`config.mk`:
```
export PLATFORM = sky130hd
export DESIGN_NAME = mult_div_unit
export DESIGN_NICKNAME = d
export VERILOG_FILES = /design/src/rtl/mult_div_unit.sv
export SDC_FILE = /design/constraint.sdc
export NUM_CORES = 2
export LEC_CHECK = 0
export CORE_MARGIN = 5
export CORE_UTILIZATION = 67
export CTS_BUF_LIST = sky130_fd_sc_hd__clkbuf_4 sky130_fd_sc_hd__clkbuf_8
export DETAILED_ROUTE_END_ITERATION = 10
export PLACE_DENSITY = 0.95
export SLEW_MARGIN = 40
export SYNTH_ARGS = -nofsm -noshare
export SYNTH_HDL_FRONTEND = slang
export SYNTH_SLANG_ARGS = --single-unit
```
`constraint.sdc`:
```
create_clock -name clock -period 9.3 [get_ports clock]
set_input_delay 0.93 -clock clock [delete_from_list [all_inputs] [get_ports clock]]
set_output_delay 0.93 -clock clock [all_outputs]
set_load 0.01 [all_outputs]
```
`src/rtl/mult_div_unit.sv`:
```
// RV32M multiply/divide unit: single-cycle 33x33 multiply, 32-step restoring
// divide, two-cycle result finalisation and a valid/ready writeback handshake.
module mult_div_unit #(
  parameter int unsigned IdxWidth = 3
) (
  input  logic                clock,
  input  logic                reset_n,
  input  logic                flush,
  input  logic                mdu_valid,
  input  logic [2:0]          operation,
  input  logic [31:0]         operand_a,
  input  logic [31:0]         operand_b,
  input  logic [IdxWidth-1:0] idx,
  output logic                mdu_ready,
  output logic                result_valid,
  input  logic                result_ready,
  output logic [31:0]         result,
  output logic [IdxWidth-1:0] result_idx
);

  localparam int unsigned XLen   = 32;
  localparam int unsigned CntW   = 5;
  localparam int unsigned ProdW  = 2 * XLen;

  typedef enum logic [1:0] {IDLE, MUL, DIV, DONE} state_e;

  state_e              state_q, state_d;
  logic                mdu_ready_q, mdu_ready_d;
  logic                result_valid_q, result_valid_d;
  logic [XLen-1:0]     result_q, result_d;
  logic [IdxWidth-1:0] result_idx_q, result_idx_d;
  logic [IdxWidth-1:0] idx_q, idx_d;
  // quo_q doubles as multiplicand / dividend-then-quotient; dvs_q as multiplier / divisor
  logic [XLen-1:0]     quo_q, quo_d;
  logic [XLen-1:0]     rem_q, rem_d;
  logic [XLen-1:0]     dvs_q, dvs_d;
  logic [XLen-1:0]     pre_q, pre_d;
  logic [CntW-1:0]     cnt_q, cnt_d;
  logic                ext_a_q, ext_a_d;
  logic                ext_b_q, ext_b_d;
  logic                mul_hi_q, mul_hi_d;
  logic                is_rem_q, is_rem_d;
  logic                neg_quo_q, neg_quo_d;
  logic                neg_rem_q, neg_rem_d;
  // 0: sign fix-up pending, 1: staged result ready to present
  logic                phase_q, phase_d;

  // Datapath helpers
  logic [ProdW-1:0] prod;
  logic [XLen:0]    rem_sh;
  logic [XLen-1:0]  diff;
  logic             ge;
  logic             sgn_div, a_neg, b_neg;
  logic [XLen-1:0]  a_mag, b_mag;

  // Next-state, datapath and output computation
  always_comb begin
    state_d        = state_q;
    result_valid_d = result_valid_q;
    result_d       = result_q;
    result_idx_d   = result_idx_q;
    idx_d          = idx_q;
    quo_d          = quo_q;
    rem_d          = rem_q;
    dvs_d          = dvs_q;
    pre_d          = pre_q;
    cnt_d          = cnt_q;
    ext_a_d        = ext_a_q;
    ext_b_d        = ext_b_q;
    mul_hi_d       = mul_hi_q;
    is_rem_d       = is_rem_q;
    neg_quo_d      = neg_quo_q;
    neg_rem_d      = neg_rem_q;
    phase_d        = phase_q;

    prod    = ProdW'($signed({ext_a_q, quo_q})) * ProdW'($signed({ext_b_q, dvs_q}));
    rem_sh  = {rem_q, quo_q[XLen-1]};
    ge      = rem_sh >= {1'b0, dvs_q};
    diff    = rem_sh[XLen-1:0] - dvs_q;

    sgn_div = ~operation[0];
    a_neg   = sgn_div & operand_a[XLen-1];
    b_neg   = sgn_div & operand_b[XLen-1];
    a_mag   = a_neg ? XLen'(-operand_a) : operand_a;
    b_mag   = b_neg ? XLen'(-operand_b) : operand_b;

    if (flush) begin
      state_d        = IDLE;
      result_valid_d = 1'b0;
    end else begin
      case (state_q)
        IDLE: begin
          if (mdu_valid) begin
            idx_d = idx;
            if (!operation[2]) begin
              ext_a_d  = (operation != 3'd3) & operand_a[XLen-1];
              ext_b_d  = ~operation[1] & operand_b[XLen-1];
              mul_hi_d = operation[1:0] != 2'd0;
              quo_d    = operand_a;
              dvs_d    = operand_b;
              state_d  = MUL;
            end else begin
              is_rem_d = operation[1];
              cnt_d    = '0;
              phase_d  = 1'b0;
              rem_d    = '0;
              if (operand_b == '0) begin
                quo_d     = '1;
                rem_d     = operand_a;
                neg_quo_d = 1'b0;
                neg_rem_d = 1'b0;
                state_d   = DONE;
              end else if (sgn_div && operand_a == 32'h8000_0000 &&
                           operand_b == 32'hFFFF_FFFF) begin
                quo_d     = 32'h8000_0000;
                neg_quo_d = 1'b0;
                neg_rem_d = 1'b0;
                state_d   = DONE;
              end else begin
                quo_d     = a_mag;
                dvs_d     = b_mag;
                neg_quo_d = a_neg ^ b_neg;
                neg_rem_d = a_neg;
                state_d   = DIV;
              end
            end
          end
        end
        MUL: begin
          pre_d   = mul_hi_q ? prod[ProdW-1:XLen] : prod[XLen-1:0];
          phase_d = 1'b1;
          state_d = DONE;
        end
        DIV: begin
          quo_d = {quo_q[XLen-2:0], ge};
          rem_d = ge ? diff : rem_sh[XLen-1:0];
          cnt_d = cnt_q + CntW'(1);
          if (cnt_q == CntW'(31)) begin
            phase_d = 1'b0;
            state_d = DONE;
          end
        end
        DONE: begin
          if (!result_valid_q) begin
            if (!phase_q) begin
              if (is_rem_q) pre_d = neg_rem_q ? XLen'(-rem_q) : rem_q;
              else          pre_d = neg_quo_q ? XLen'(-quo_q) : quo_q;
              phase_d = 1'b1;
            end else begin
              result_d       = pre_q;
              result_idx_d   = idx_q;
              result_valid_d = 1'b1;
            end
          end else if (result_ready) begin
            result_valid_d = 1'b0;
            state_d        = IDLE;
          end
        end
        default: state_d = IDLE;
      endcase
    end

    mdu_ready_d = (state_d == IDLE);
  end

  // State and datapath registers
  always_ff @(posedge clock or negedge reset_n) begin
    if (!reset_n) begin
      state_q        <= IDLE;
      mdu_ready_q    <= 1'b1;
      result_valid_q <= 1'b0;
      result_q       <= '0;
      result_idx_q   <= '0;
      idx_q          <= '0;
      quo_q          <= '0;
      rem_q          <= '0;
      dvs_q          <= '0;
      pre_q          <= '0;
      cnt_q          <= '0;
      ext_a_q        <= 1'b0;
      ext_b_q        <= 1'b0;
      mul_hi_q       <= 1'b0;
      is_rem_q       <= 1'b0;
      neg_quo_q      <= 1'b0;
      neg_rem_q      <= 1'b0;
      phase_q        <= 1'b0;
    end else begin
      state_q        <= state_d;
      mdu_ready_q    <= mdu_ready_d;
      result_valid_q <= result_valid_d;
      result_q       <= result_d;
      result_idx_q   <= result_idx_d;
      idx_q          <= idx_d;
      quo_q          <= quo_d;
      rem_q          <= rem_d;
      dvs_q          <= dvs_d;
      pre_q          <= pre_d;
      cnt_q          <= cnt_d;
      ext_a_q        <= ext_a_d;
      ext_b_q        <= ext_b_d;
      mul_hi_q       <= mul_hi_d;
      is_rem_q       <= is_rem_d;
      neg_quo_q      <= neg_quo_d;
      neg_rem_q      <= neg_rem_d;
      phase_q        <= phase_d;
    end
  end

  assign mdu_ready    = mdu_ready_q;
  assign result_valid = result_valid_q;
  assign result       = result_q;
  assign result_idx   = result_idx_q;

endmodule
```
* Word level (Yosys, flattened, before mapping)
Cells that the tools add are included.
** Storage, ports and cells
- Logic and storage cells :: 116
- Input port bits :: 75
- Output and inout port bits :: 37
- Register bits after elaboration :: 182
** Cells by class
- Equal/unequal tests :: 14
- Muxes and demuxes :: 48
- Reduce and logical (&&, ||, !) cells :: 18
- Add/subtract/negate cells :: 6
- Bitwise gates (word level) :: 10
- $mul :: 1
- Magnitude comparators :: 1
** Operators by type and width (count)
- 32-bit 2-to-1 mux :: 19
- 32-bit one-hot mux with 2 select lines :: 3
- 32-bit negation :: 4
- 32-bit equality test (second input constant) :: 2
- 33-bit by 33-bit multiplier with 64-bit output :: 1
- 33-bit by 32-bit >= comparator with 1-bit output :: 1
- 32-bit zero test :: 1
- 32-bit subtractor :: 1
- 4-bit AND reduction :: 5
- 1-bit 2-to-1 mux :: 15
- 2-bit != test (second input constant) :: 7
- 2-bit 2-to-1 mux :: 6
- 5-bit 2-to-1 mux :: 2
- 5-bit one-hot mux with 2 select lines :: 1
- 5-bit AND reduction :: 2
- 2-bit one-hot mux with 4 select lines :: 1
- 2-bit nonzero test :: 4
- 3-bit AND reduction :: 2
- 5-bit by 1-bit adder with 5-bit output (second input constant) :: 1
- 5-bit equality test (second input constant) :: 1
- 1-bit inverter :: 5
- 1-bit AND :: 4
- 2-bit equality test (second input constant) :: 2
- 2-bit zero test :: 2
- 5 further kinds :: 6

* Logic depth before layout (Yosys ltp)
- Word-level depth :: 10
- Gate-level depth with buffers :: 29
- Mapped depth without buffers :: 27

* Worst setup path after synthesis
Ideal clock, no wire load.
- Path kind :: register to register
- Start :: register ext_a_q
- End :: register pre_q[25]
- Buffers on the path :: 2
- Data required time :: 9.179 ns
- Cell stages (with the launch flop) :: 29
- Data arrival time :: 7.975 ns
- Clock period less this slack :: 8.096 ns
- Slack :: 1.204 ns
- Setup time :: 0.121 ns
- Cell sequence :: dfrtp_1 clkbuf_1 clkinv_1 clkbuf_1 nor2_1 fa_1 inv_1 fa_1 inv_1 fa_1 fa_1 inv_1 fa_1 inv_1 fa_1 fa_1 inv_1 fa_1 inv_1 ha_1 a21o_1 a21o_1 a21oi_1 nand2_1 a2111oi_2 o21ai_1 nand4_1 or3b_1 a22o_1
** On the way
- Longest elaborated chain between the ends :: 3
** RTL lines
- start, declared :: line 39 : logic ext_a_q, ext_a_d;
- start signal, assigned :: line 199 : ext_a_q <= ext_a_d;
- 33-bit by 33-bit multiplier with 64-bit output :: line 76 : prod = ProdW'($signed({ext_a_q, quo_q})) * ProdW'($signed({ext_b_q, dvs_q}));
- 32-bit 2-to-1 mux :: line 130 : pre_d = mul_hi_q ? prod[ProdW-1:XLen] : prod[XLen-1:0];
- 32-bit one-hot mux with 2 select lines :: line 91 : case (state_q)
- end signal, assigned :: line 197 : pre_q <= pre_d;
- end, declared :: line 37 : logic [XLen-1:0] pre_q, pre_d;
No other way between the ends.
A chain may end at the register's enable or synchronous reset.

* Worst setup path in the final report
Ends and elaborated chain as after synthesis.

==> impl_metrics.tcl <==
set metrics [dict create \
    floorplan.die.height_um 287 \
    design.die.area_mm2 0.0824 \
    synthesis.yosys.warnings 0 \
    clock.fmax_mhz 112 \
    cts_tree "done" \
    timing.hold.worst.class "input pin to asynchronous set/reset pin" \
    netlist_top_cells_count "1157 x inv_1, 1126 x fa_1, 739 x nand2_1, 470 x and2_1, 298 x clkbuf_1" \
    critPathLaunchType "flop" \
    floorplan.core_area_mm2 0.0761 \
    rsz0062_at_grt "false" \
    fin_nets 7222 \
    cap_viol_max_count 0 \
    synth_net_count 7279 \
    critical_path.max_stage_delay_ns 0.78 \
    die_x_um 287 \
    final_core_utilization_pct 71.3 \
    drtIter0Drc 5438 \
    hold_viol_final 0 \
    initial_core_util_pct 67.6 \
    post-synth-top-area-fraction_pct 43.9 \
    hold_ws_ns 0.371 \
    synth_area_leaders "fa_1 44%, dfrtp_1 8.8%, inv_1 8.4%" \
    synthDistinctLibCells 83 \
    holdBufCountCts 0 \
    worst-path-max-fanout 18 \
    globalRouteTotalUtil_pct 42.1 \
    cts_buffers 17 \
    placement_rows 101 \
    worst_ep_required_ns 9.69 \
    ctsRootBufferMaster "clkbuf_8" \
    max_slew.worst_pin.slew_ns 0.942 \
    seq_area_frac_synth_pct 8.86 \
    cts.path.max_buffers 2 \
    yosys.cell_count.top_type "inv_1" \
    number_of_setup_violations_in_the_final_report 0 \
    clkSinkCount 182 \
    timing.max_slew.rel_slack_pct 37.2 \
    synth_flop_cell "dfrtp_1" \
    layout-drive-gt1-share_pct 5.12 \
    cts.reportedPaths.clkPinSlew_ns 0.12 \
    arrival_ns 9.30 \
    post_synth.cell_area_avg_um2 8.82 \
    setup_tns_after_final_layout_ns 0 \
    worst_slack_ns 0.388 \
    finalCritPeriodShare_pct 95.8 \
    route.antenna.remaining_nets 0 \
    first_global_vias 48200 \
    wire_length_of_the_first_global_routing_pass_um 265000 \
    grt_overflow 0 \
    critical_path_class "flop to flop" \
    worst_path_max_delay_cell "fa_1" \
    cp-end-kind "flop" \
    synth_edf_count 0 \
    run_status "completed" \
    vias_per_cell 6.44 \
    number_of_register_bits_inferred_by_synthesis 182 \
    grt_start_max_net_pins 111 \
    post_route_clock_skew_ns 0.0213 \
    io_pins 112 \
    dr.pass1.iters 9 \
    period_minus_slack_ns 8.91 \
    synth_cells 5826 \
    place_ws_ns 0.304 \
    drc 0 \
    areaGrowthSynthToFinish_pct 5.54 \
    synth.largest_area_cell "fa_1" \
    drt-total-wl_um 171000 \
    cts_h_tree_depth 4 \
    postSynth.asyncResetShare_pct 100 \
    syn-cell-area_mm2 0.0514 \
    io_buffer_count 111 \
    clock_insertion_delay_worst_skew_ns 0.50 \
    report.final.slew_viol_count 0 \
    dp_hpwl_um 138000 \
    initial_antenna_violation_count 10 \
    dr_total_vias 43900 \
    routabilityCongestion 1.06 \
    routedWlPerCell_um 25.1 \
    timing.critical_path.mode_cell "fa_1" \
]
-- critical path, delay by kind of cell, from the launching register on --
kind,cells,cell delay [ns]
adder cells (fa/ha/maj),9,4.55
buffers and inverters,9,1.51
flip-flops,1,0.34
AND/OR/NAND/NOR,4,0.78
AO/OA/AOI/OAI,6,1.64
-- through the flow --
stage | cells | area (um^2)
floorplan | 5826 | 51400
global route | 6812 | 54200
detailed placement | 6778 | 53700
finish | 6816 | 54200
CTS | 6810 | 54200
global placement | 6778 | 53700
-- flip-flops by register name, indices dropped and copies added, names as in the netlist, 3 cells and up --
signal,cells
rem_q,32
result_idx,3
idx_q,3
pre_q,32
cnt_q,5
dvs_q,32
quo_q,32
result,32
-- final cells by class --
cell class | count | area [um^2]
clock inverters | 15 | 201
clock buffers | 17 | 234
inverters | 1160 | 4360
fillers | 5238 | 21800
well taps | 1030 | 1290
multi-input cells | 4152 | 41300
repair buffers | 256 | 2270
diodes | 4 | 10.0
flip-flops and latches | 182 | 4600
-- layer usage --
layer / vias to the layer above / share of wire (%) / GRT usage, %
li1: 17700 / - / -
met1: 21400 / 32 / 49.8
met2: 3550 / 44 / 64.9
met3: 1219 / 13 / 11.6
met4: 20 / 11 / 33.7
met5: - / 0.15 / 0
-- final timing paths --
path / from / to / slack [ns] / cells after the start
max in group asynchronous: reset_n / quo_q[18]$_DFFE_PN0P_ / 7.67 / 2
hold / removal: reset_n / cnt_q[1]$_DFFE_PN0P_ / 0.37 / 1
hold reg to reg: pre_q[5]$_DFFE_PN0P_ / pre_q[5]$_DFFE_PN0P_ / 0.51 / 2
setup / recovery: ext_a_q$_DFFE_PN0P_ / pre_q[25]$_DFFE_PN0P_ / 0.39 / 28
min in group clock: pre_q[5]$_DFFE_PN0P_ / pre_q[5]$_DFFE_PN0P_ / 0.51 / 2
setup reg to reg: ext_a_q$_DFFE_PN0P_ / pre_q[25]$_DFFE_PN0P_ / 0.39 / 28
-- placed cells by master, fill, tap and decap left out, types with 110 or more instances in the layout --
master,count
buf_4,140
fa_1,1125
nor2_1,277
o21ai_0,212
ha_1,252
and2_1,469
xnor2_1,113
dfrtp_1,149
clkdlybuf4s50_1,110
inv_1,1156
a21oi_1,199
nand2_1,739
-- cells by family (layout without fill, tap and decap cells) --
logic type / Yosys count / after routing / share of synthesized area [%]
simple gates: 1781 / 1781 / 16.7
buf+inv: 1492 / 1448 / 10.9
fa+ha+maj: 1378 / 1378 / 50.0
compound gates: 754 / 754 / 9.19
xor+xnor: 185 / 185 / 3.15
flops: 182 / 182 / 8.86
mux: 54 / 54 / 1.16
other cells: 0 / 4 / 0
-- what timing repair did --
| item | CTS | global route |
|---|---|---|
| gates resized for setup | 0 | 2 |
| buffers inserted | 0 | 2 |
| setup endpoints to repair | 0 | 4 |
Power is left out: the tool's default activity adds up to more than one toggle a clock period on the data nets, which glitch-free logic cannot reach.
